**config.mk**
```make
export PLATFORM = sky130hd
export DESIGN_NAME = uart_rx_flat
export DESIGN_NICKNAME = d
export VERILOG_FILES = /design/src/rtl/uart_pkg.sv /design/src/rtl/uart_rx_if.sv /design/src/rtl/uart_rx_sync_2ff.sv /design/src/rtl/uart_rx.sv /design/src/flat_wrapper.sv
export SDC_FILE = /design/constraint.sdc
export NUM_CORES = 1
export LEC_CHECK = 0
export BUFFER_PORTS_ARGS = -buffer_cell sky130_fd_sc_hd__buf_2
export CORE_MARGIN = 4
export CORE_UTILIZATION = 57
export CTS_CLUSTER_DIAMETER = 30
export CTS_CLUSTER_SIZE = 20
export DETAILED_ROUTE_END_ITERATION = 10
export PLACE_DENSITY = 0.77
export SLEW_MARGIN = 5
export SYNTH_ARGS = -nofsm -noshare
export SYNTH_HDL_FRONTEND = slang
export SYNTH_SLANG_ARGS = --single-unit
```
**constraint.sdc**
```tcl
create_clock -name clk -period 2.7 [get_ports clk]
set_clock_uncertainty 0.1 [all_clocks]
set_input_delay 0.54 -clock clk [delete_from_list [all_inputs] [get_ports clk]]
set_output_delay 0.54 -clock clk [all_outputs]
set_load 0.03 [all_outputs]
```
**src/rtl/uart_pkg.sv**
```systemverilog
// Shared UART constants and receiver FSM encodings.
// The Tx block pulls its baud timing from here as well.
package uart_pkg;

  localparam int CLK_FREQ     = 50_000_000;
  localparam int BAUD         = 115200;
  localparam int CLKS_PER_BIT = CLK_FREQ / BAUD;
  localparam int HALF_BIT     = CLKS_PER_BIT / 2;
  localparam int DATA_BITS    = 8;
  localparam int CNT_W        = $clog2(CLKS_PER_BIT);

  localparam logic [2:0] IDLE  = 3'd0;
  localparam logic [2:0] START = 3'd1;
  localparam logic [2:0] DATA  = 3'd2;
  localparam logic [2:0] STOP  = 3'd3;
  localparam logic [2:0] BREAK = 3'd4;

  typedef logic [DATA_BITS-1:0] byte_t;

endpackage

```
**src/rtl/uart_rx_if.sv**
```systemverilog
// Parallel-side bundle of the UART receiver.
// The receiver drives it; user logic consumes it.
interface uart_rx_if;
  import uart_pkg::*;

  byte_t o_rx_d;
  logic  o_rx_valid;
  logic  o_frame_err;
  logic  o_rx_busy;

  modport master (
    output o_rx_d,
    output o_rx_valid,
    output o_frame_err,
    output o_rx_busy
  );

  modport slave (
    input o_rx_d,
    input o_rx_valid,
    input o_frame_err,
    input o_rx_busy
  );

endinterface

```
**src/rtl/uart_rx_sync_2ff.sv**
```systemverilog
// Two-flop synchronizer for the asynchronous serial line.
// Presets to 1 so reset looks like an idle line.
module sync_2ff (
  input  logic clk,
  input  logic rst_n,
  input  logic d,
  output logic q
);

  logic meta;

  always_ff @(posedge clk) begin
    if (!rst_n) begin
      meta <= 1'b1;
      q    <= 1'b1;
    end else begin
      meta <= d;
      q    <= meta;
    end
  end

endmodule

```
**src/rtl/uart_rx.sv**
```systemverilog
// 8N1 UART receiver with mid-bit sampling.
// Frame errors park in BREAK until the line idles.
module uart_rx
  import uart_pkg::*;
(
  input  logic      clk,
  input  logic      rst_n,
  input  logic      i_rx_d,
  uart_rx_if.master rx_if
);

  localparam logic [CNT_W-1:0] CNT_HALF =
    CNT_W'(HALF_BIT - 1);
  localparam logic [CNT_W-1:0] CNT_FULL =
    CNT_W'(CLKS_PER_BIT - 1);

  logic             rx_s;
  logic [2:0]       state;
  logic [CNT_W-1:0] cnt;
  logic [2:0]       bit_idx;
  byte_t            shift;
  byte_t            rx_d;
  logic             rx_valid;
  logic             frame_err;

  sync_2ff u_sync (
    .clk   (clk),
    .rst_n (rst_n),
    .d     (i_rx_d),
    .q     (rx_s)
  );

  always_ff @(posedge clk) begin
    if (!rst_n) begin
      state     <= IDLE;
      cnt       <= '0;
      bit_idx   <= '0;
      shift     <= '0;
      rx_d      <= '0;
      rx_valid  <= 1'b0;
      frame_err <= 1'b0;
    end else begin
      rx_valid  <= 1'b0;
      frame_err <= 1'b0;
      unique case (state)
        IDLE: begin
          if (!rx_s) begin
            state <= START;
            cnt   <= '0;
          end
        end
        START: begin
          if (cnt == CNT_HALF) begin
            cnt     <= '0;
            bit_idx <= '0;
            state   <= rx_s ? IDLE : DATA;
          end else begin
            cnt <= cnt + 1'b1;
          end
        end
        DATA: begin
          if (cnt == CNT_FULL) begin
            cnt            <= '0;
            shift[bit_idx] <= rx_s;
            bit_idx        <= bit_idx + 1'b1;
            if (bit_idx == 3'd7) state <= STOP;
          end else begin
            cnt <= cnt + 1'b1;
          end
        end
        STOP: begin
          if (cnt == CNT_FULL) begin
            cnt <= '0;
            // IDLE is re-entered mid-stop so the next start edge is not missed
            if (rx_s) begin
              rx_d     <= shift;
              rx_valid <= 1'b1;
              state    <= IDLE;
            end else begin
              frame_err <= 1'b1;
              state     <= BREAK;
            end
          end else begin
            cnt <= cnt + 1'b1;
          end
        end
        BREAK: begin
          if (rx_s) state <= IDLE;
        end
        default: state <= IDLE;
      endcase
    end
  end

  assign rx_if.o_rx_d      = rx_d;
  assign rx_if.o_rx_valid  = rx_valid;
  assign rx_if.o_frame_err = frame_err;
  assign rx_if.o_rx_busy   = (state != IDLE);

endmodule

```
**src/flat_wrapper.sv**
```systemverilog
// flat-port wrapper written by rule: the top's interface ports become plain ports
module uart_rx_flat import uart_pkg::*;
  (clk, rst_n, i_rx_d, rx_if_o_rx_d, rx_if_o_rx_valid, rx_if_o_frame_err, rx_if_o_rx_busy);
  uart_rx_if rx_if_i ();
  input  logic clk;
  input  logic rst_n;
  input  logic i_rx_d;
  output wire logic [$bits(rx_if_i.o_rx_d)-1:0] rx_if_o_rx_d;
  output wire logic [$bits(rx_if_i.o_rx_valid)-1:0] rx_if_o_rx_valid;
  output wire logic [$bits(rx_if_i.o_frame_err)-1:0] rx_if_o_frame_err;
  output wire logic [$bits(rx_if_i.o_rx_busy)-1:0] rx_if_o_rx_busy;
  assign rx_if_o_rx_d = rx_if_i.o_rx_d;
  assign rx_if_o_rx_valid = rx_if_i.o_rx_valid;
  assign rx_if_o_frame_err = rx_if_i.o_frame_err;
  assign rx_if_o_rx_busy = rx_if_i.o_rx_busy;
  uart_rx u_core (.clk(clk), .rst_n(rst_n), .i_rx_d(i_rx_d), .rx_if(rx_if_i));
endmodule
```
* Word level (Yosys, flattened, before mapping)
Cells that the tools add are included.
** Word-level totals
- Bits in registers :: 35
** Operators by class
- $lt $le $gt $ge :: 2
- Add/subtract/negate cells :: 2
- Equality and inequality tests :: 13
- Reductions and logical operators :: 12
- Multiplexer cells :: 21
** Operator list (number)
- $mux W3 :: 9
- $mux W9 :: 3
- $pmux W9 S3 :: 1
- $pmux W3 S5 :: 1
- $add A9 B1 Y9 const B :: 1
- $eq A9 B8 Y1 const B :: 1
- $eq A9 B9 Y1 const B :: 1
- $reduce_and A3 Y1 :: 3
- $bwmux W8 :: 1
- $ne A2 B1 Y1 const B :: 4
- $eq A3 B2 Y1 const B :: 2
- $eq A3 B3 Y1 const B :: 2
- $pmux W3 S2 :: 1
- $reduce_and A6 Y1 :: 1
- $reduce_bool A3 Y1 :: 2
- $lt A3 B4 Y1 const B :: 1
- $ne A2 B2 Y1 const B :: 2
- $reduce_and A2 Y1 :: 2
- $add A3 B1 Y3 const B :: 1
- $demux W1 S3 :: 1
- $eq A3 B1 Y1 const B :: 1
- $ge A3 B1 Y1 const B :: 1
- $logic_not A3 Y1 :: 1
- $mux W1 :: 3
- 4 further kinds :: 4

* Logic depth before layout (Yosys ltp)
- Depth after elaboration :: 5
- Gate-level depth with buffers :: 8

* Modules after synthesis
From an unflattened synthesis, not the netlist that was laid out.
** Second synthesis, totals
- Cell total of the unflattened synthesis :: 188
- Area, all modules :: 1687.9 µm²
** Modules (own cells, without submodules)
- uart_rx :: instances 1, seq. area each 660.6 µm², area each 1635.3 µm², cells each 184
- sync_2ff :: instances 1, seq. area each 40.0 µm², area each 52.6 µm², cells each 4

* Worst setup path after synthesis
No wires, ideal clock.
- Path kind :: flip-flop to flip-flop
- Start point :: register u_core.cnt[0]
- End point :: register u_core.cnt[1]
- Data arrival time :: 1888 ps
- Path slack :: 584 ps
- Cell stages (with the launch flop) :: 9
- Period minus slack after synthesis :: 2116 ps
- Path buffers :: 1
- Data required time :: 2472 ps
- Path through :: dfxtp_1 > inv_1 > ha_1 > or4b_2 > nor3_1 > o32ai_2 > buf_2 > a22oi_1 > nor2_1
** On the way
- Longest elaborated chain between the ends :: 3
** RTL lines
- from (decl) :: RTL line uart_rx.sv:19 : logic [CNT_W-1:0] cnt;
- from (signal assigned) :: RTL line uart_rx.sv:58 : cnt <= cnt + 1'b1;
- from (signal assigned) :: RTL line uart_rx.sv:68 : cnt <= cnt + 1'b1;
- from (signal assigned) :: RTL line uart_rx.sv:84 : cnt <= cnt + 1'b1;
- $add A9 B1 Y9, or another cell as far along :: RTL line uart_rx.sv:58, uart_rx.sv:68, uart_rx.sv:84
- $mux W9, on equally long branches :: RTL line uart_rx.sv:62, uart_rx.sv:72, uart_rx.sv:53
- $pmux W9 S3 * :: RTL line uart_rx.sv:45 : unique case (state)
Every way passes the cells marked *; elsewhere a longest branch is shown, timed or not.
A chain may end at the register's enable or synchronous reset.

* Worst setup path after layout
- Start point :: register u_core.cnt[0]
- End point :: register u_core.state[0]
** On the way
- Longest elaborated chain between the ends :: 3
** RTL lines
- $eq A9 B9 Y1 / $eq A9 B8 Y1 (equally long branches) :: RTL line uart_rx.sv:62, uart_rx.sv:72, uart_rx.sv:53
- $ne A2 B1 Y1 (no source line)
- $reduce_and A6 Y1 (no source line) *
- to (signal assigned) :: RTL line uart_rx.sv:56 : state <= rx_s ? IDLE : DATA;
- to (decl) :: RTL line uart_rx.sv:18 : logic [2:0] state;
Marks and branches as above.

==> flow_summary_export.csv <==
group,metric,value,unit
clocking,clock-sinks,35,
power,vdd_drop_max,0.496,mV
floorplan,ios,14,
global_routing,grtUsageMet1,25.3,%
clocking,post_cts_buffers,0,
clocking,htreeDepth,2,
synthesis,avgSynthCellArea,8.89,um^2
routing,vias,1331,
global_routing,grt_start_max_net_pins,21,
synthesis,synthTopCellsByArea,"dfxtp_1 (43%), mux2i_1 (11%), nand2_1 (6.6%)",
routing,via_per_inst,5.84,
sta,fin_setup_tns,0,ns
synthesis,yosysTopAreaCell,"dfxtp_1",
floorplan,die_area,3810,um^2
setup_path,critPathMaxStageDelay,0.58,ns
floorplan,dieHeight,61.7,um
synthesis,synth_nets,193,
routing,dr.pass1.iters,4,
routing,route.antenna.remaining_nets,0,
placed_design,dp_slack,0.303,ns
flow_run,drv_cap,0,
power,power_density,540,nW/um^2
synthesis,ys_async_sr_fraction,0,%
clocking,clk_path_buf_depth,2,
synthesis,synthFlopType,"dfxtp_1",
setup_path,worstSetupStartpointType,"flip-flop",
global_routing,antenna_found_initial,0,
sta,final-setup-viol-count,0,
sta,worstMarginPinSlew,0.974,ns
sta,max_freq,0.417,GHz
floorplan,die_w,61.7,um
synthesis,synth_top_area_share,42.6,%
final_layout,area_growth,9.20,%
global_routing,grt_usage,20.3,%
min_path,hp-class,"primary input to flip-flop",
global_routing,grt_pass1_wl,5700,um
setup_path,critPathRequiredTime,2.87,ns
synthesis,syn-cell-area,1650,um^2
setup_path,end_kind,"flip-flop",
routing,postRouteWirelength,3240,um
clocking,root_buffer,"clkbuf_4",
floorplan,rows,19,
setup_path,worst_path_max_delay_cell,"or4b_2",
synthesis,synth-edff-count,0,
outcome,status,"completed",
global_routing,grt-busiest-layer,"met2",
placed_design,routabilityCongestion,0.824,
global_routing,grt_overflow,0,
clocking,clk_pin_slew,0.11,ns
synthesis,synth_most_common_cell,"dfxtp_1",
sta,rsz0062_at_grt,"false",
global_routing,use_met2,32.1,%
setup_path,cp_max_fo,16,
synthesis,yosys.cell_types.count,36,
routing,drt_iter0_drc,48,
placed_design,portBuffers,13,
synthesis,yosysWarnings,0,
placed_design,hpwlAfterDp,2250,um
sta,relSlewSlack,35.1,%
setup_path,path_class,"flip-flop to flip-flop",
synthesis,netlist_instances,185,
final_layout,antenna_cells,0,
routing,routedWlPerCell,14.2,um
clocking,clock_latency,0.35,ns
sta,finalCritPeriodShare,88.8,%
sta,hold_viol,0,
setup_path,crit_chain,"inv_1, ha_1, or4b_2, nor3_1, o32ai_2, o21bai_4, o21ai_0",
floorplan,initial_core_util,59.7,%
final_layout,nets,204,
global_routing,met3_usage,7.02,%
global_routing,grt_pass1_vias,1316,
synthesis,synth-seq-cells,35,
final_layout,drive_gt1_share,15.2,%
synthesis,ys_seq_area_share,42.6,%
synthesis,yosys-top-cells-count,"dfxtp_1 (35), nand2_1 (29), nor2_1 (23)",
clocking,cts_resized,0,
sta,setup_slack,0.302,ns
routing,drc,0,
power,cellLeakagePower,0.000743,uW
clocking,hold_buffers,0,
sta,maxSlewViolCount,0,
floorplan,core-area,2760,um^2
sta,finalCriticalPeriod,2.40,ns
setup_path,critPathTopFamily,"simple AND/OR/NAND/NOR gates",
clocking,numCtsBuffers,5,
clocking,cts_tree,"yes",
setup_path,arrival,2.56,ns
setup_path,critPathBufInv,1,
report_power, final:
group / leakage (uW) / switching, uW / internal (uW)
combinational: 0.000412 / 34.3 / 15.4
clock: 0.0000482 / 177 / 219
sequential: 0.000282 / 5.21 / 520
total: 0.000743 / 217 / 754
per-layer routing:
metal	up-vias	routed length, um
li1	664	-
met1	638	1470
met2	23	1570
met3	6	146
met4	0	45
met5	-	0
per-stage QoR:
| stage | cell area [um^2] | cells | power [uW] | util [%] | hold WS (ns) |
|---|---|---|---|---|---|
| after global routing | 1800 | 228 | 1010 | 65.2 | 0.263 |
| final | 1800 | 228 | 971 | 65.2 | 0.267 |
| after floorplan | 1650 | 185 | 574 | - | 0.286 |
| after CTS | 1800 | 228 | 977 | 65.2 | 0.262 |
| after global placement | 1710 | 220 | 583 | 62.0 | 0.292 |
| after detailed placement | 1710 | 220 | 586 | 62.0 | 0.297 |
placed cells by master, fill, tap and decap left out, types with 2 or more instances in the layout:
master    instances
dfxtp_1          35
nand2_1          29
nor2_1           23
mux2i_1          18
buf_2            13
nand3_1           9
inv_1             6
nand3b_1          6
a31oi_1           6
ha_1              5
clkbuf_4          5
nor3_1            4
nand2b_1          4
nor3b_1           3
and3_1            3
o21ai_0           3
a21oi_1           3
a22oi_1           2
flip-flops by register name, indices dropped and copies added, names as in the netlist:
name                      count
u_core.shift                  8
u_core.u_sync.meta            1
u_core.bit_idx                3
u_core.rx_if.o_rx_d           8
u_core.u_sync.q               1
u_core.rx_if.o_rx_valid       1
u_core.state                  3
u_core.rx_if.o_frame_err      1
u_core.cnt                    9
cell families after synthesis:
| logic type | Yosys count | share of synthesized area (%) |
|---|---|---|
| flip-flops | 35 | 42.6 |
| AND/OR/NAND/NOR | 88 | 27.8 |
| AO/OA/AOI/OAI | 23 | 10.6 |
| XOR/XNOR | 1 | 0.532 |
| adder cells (fa/ha/maj) | 5 | 3.80 |
| multiplexers | 18 | 11.0 |
| buffers and inverters | 15 | 3.73 |
cell type report:
class,count,area (um^2)
clock buffer,6,51.3
fill,237,961
timing repair buffer,13,65.1
clock inverter,2,35.0
inverter,6,22.5
multi-input combinational,135,883
tap,31,38.8
sequential,35,701
final timing paths:
check | startpoint | end | slack (ns) | cells past startpoint
hold reg to reg | u_core.u_sync.meta$_SDFF_PN1_ | u_core.u_sync.q$_SDFF_PN1_ | 0.32 | 1
setup / recovery | u_core.cnt[0]$_SDFFE_PN0P_ | u_core.state[0]$_SDFFE_PN0P_ | 0.30 | 7
setup reg to reg | u_core.cnt[0]$_SDFFE_PN0P_ | u_core.state[0]$_SDFFE_PN0P_ | 0.30 | 7
hold / removal | i_rx_d | u_core.u_sync.meta$_SDFF_PN1_ | 0.27 | 2
worst register-to-register path, cell delays in order (launching register included):
cell and delay [ns]:
dfxtp_1 0.37, inv_1 0.10, ha_1 0.14, or4b_2 0.58, nor3_1 0.26, o32ai_2 0.30, o21bai_4 0.28, o21ai_0 0.20
No activity file was read; power rests on OpenSTA's default activity.
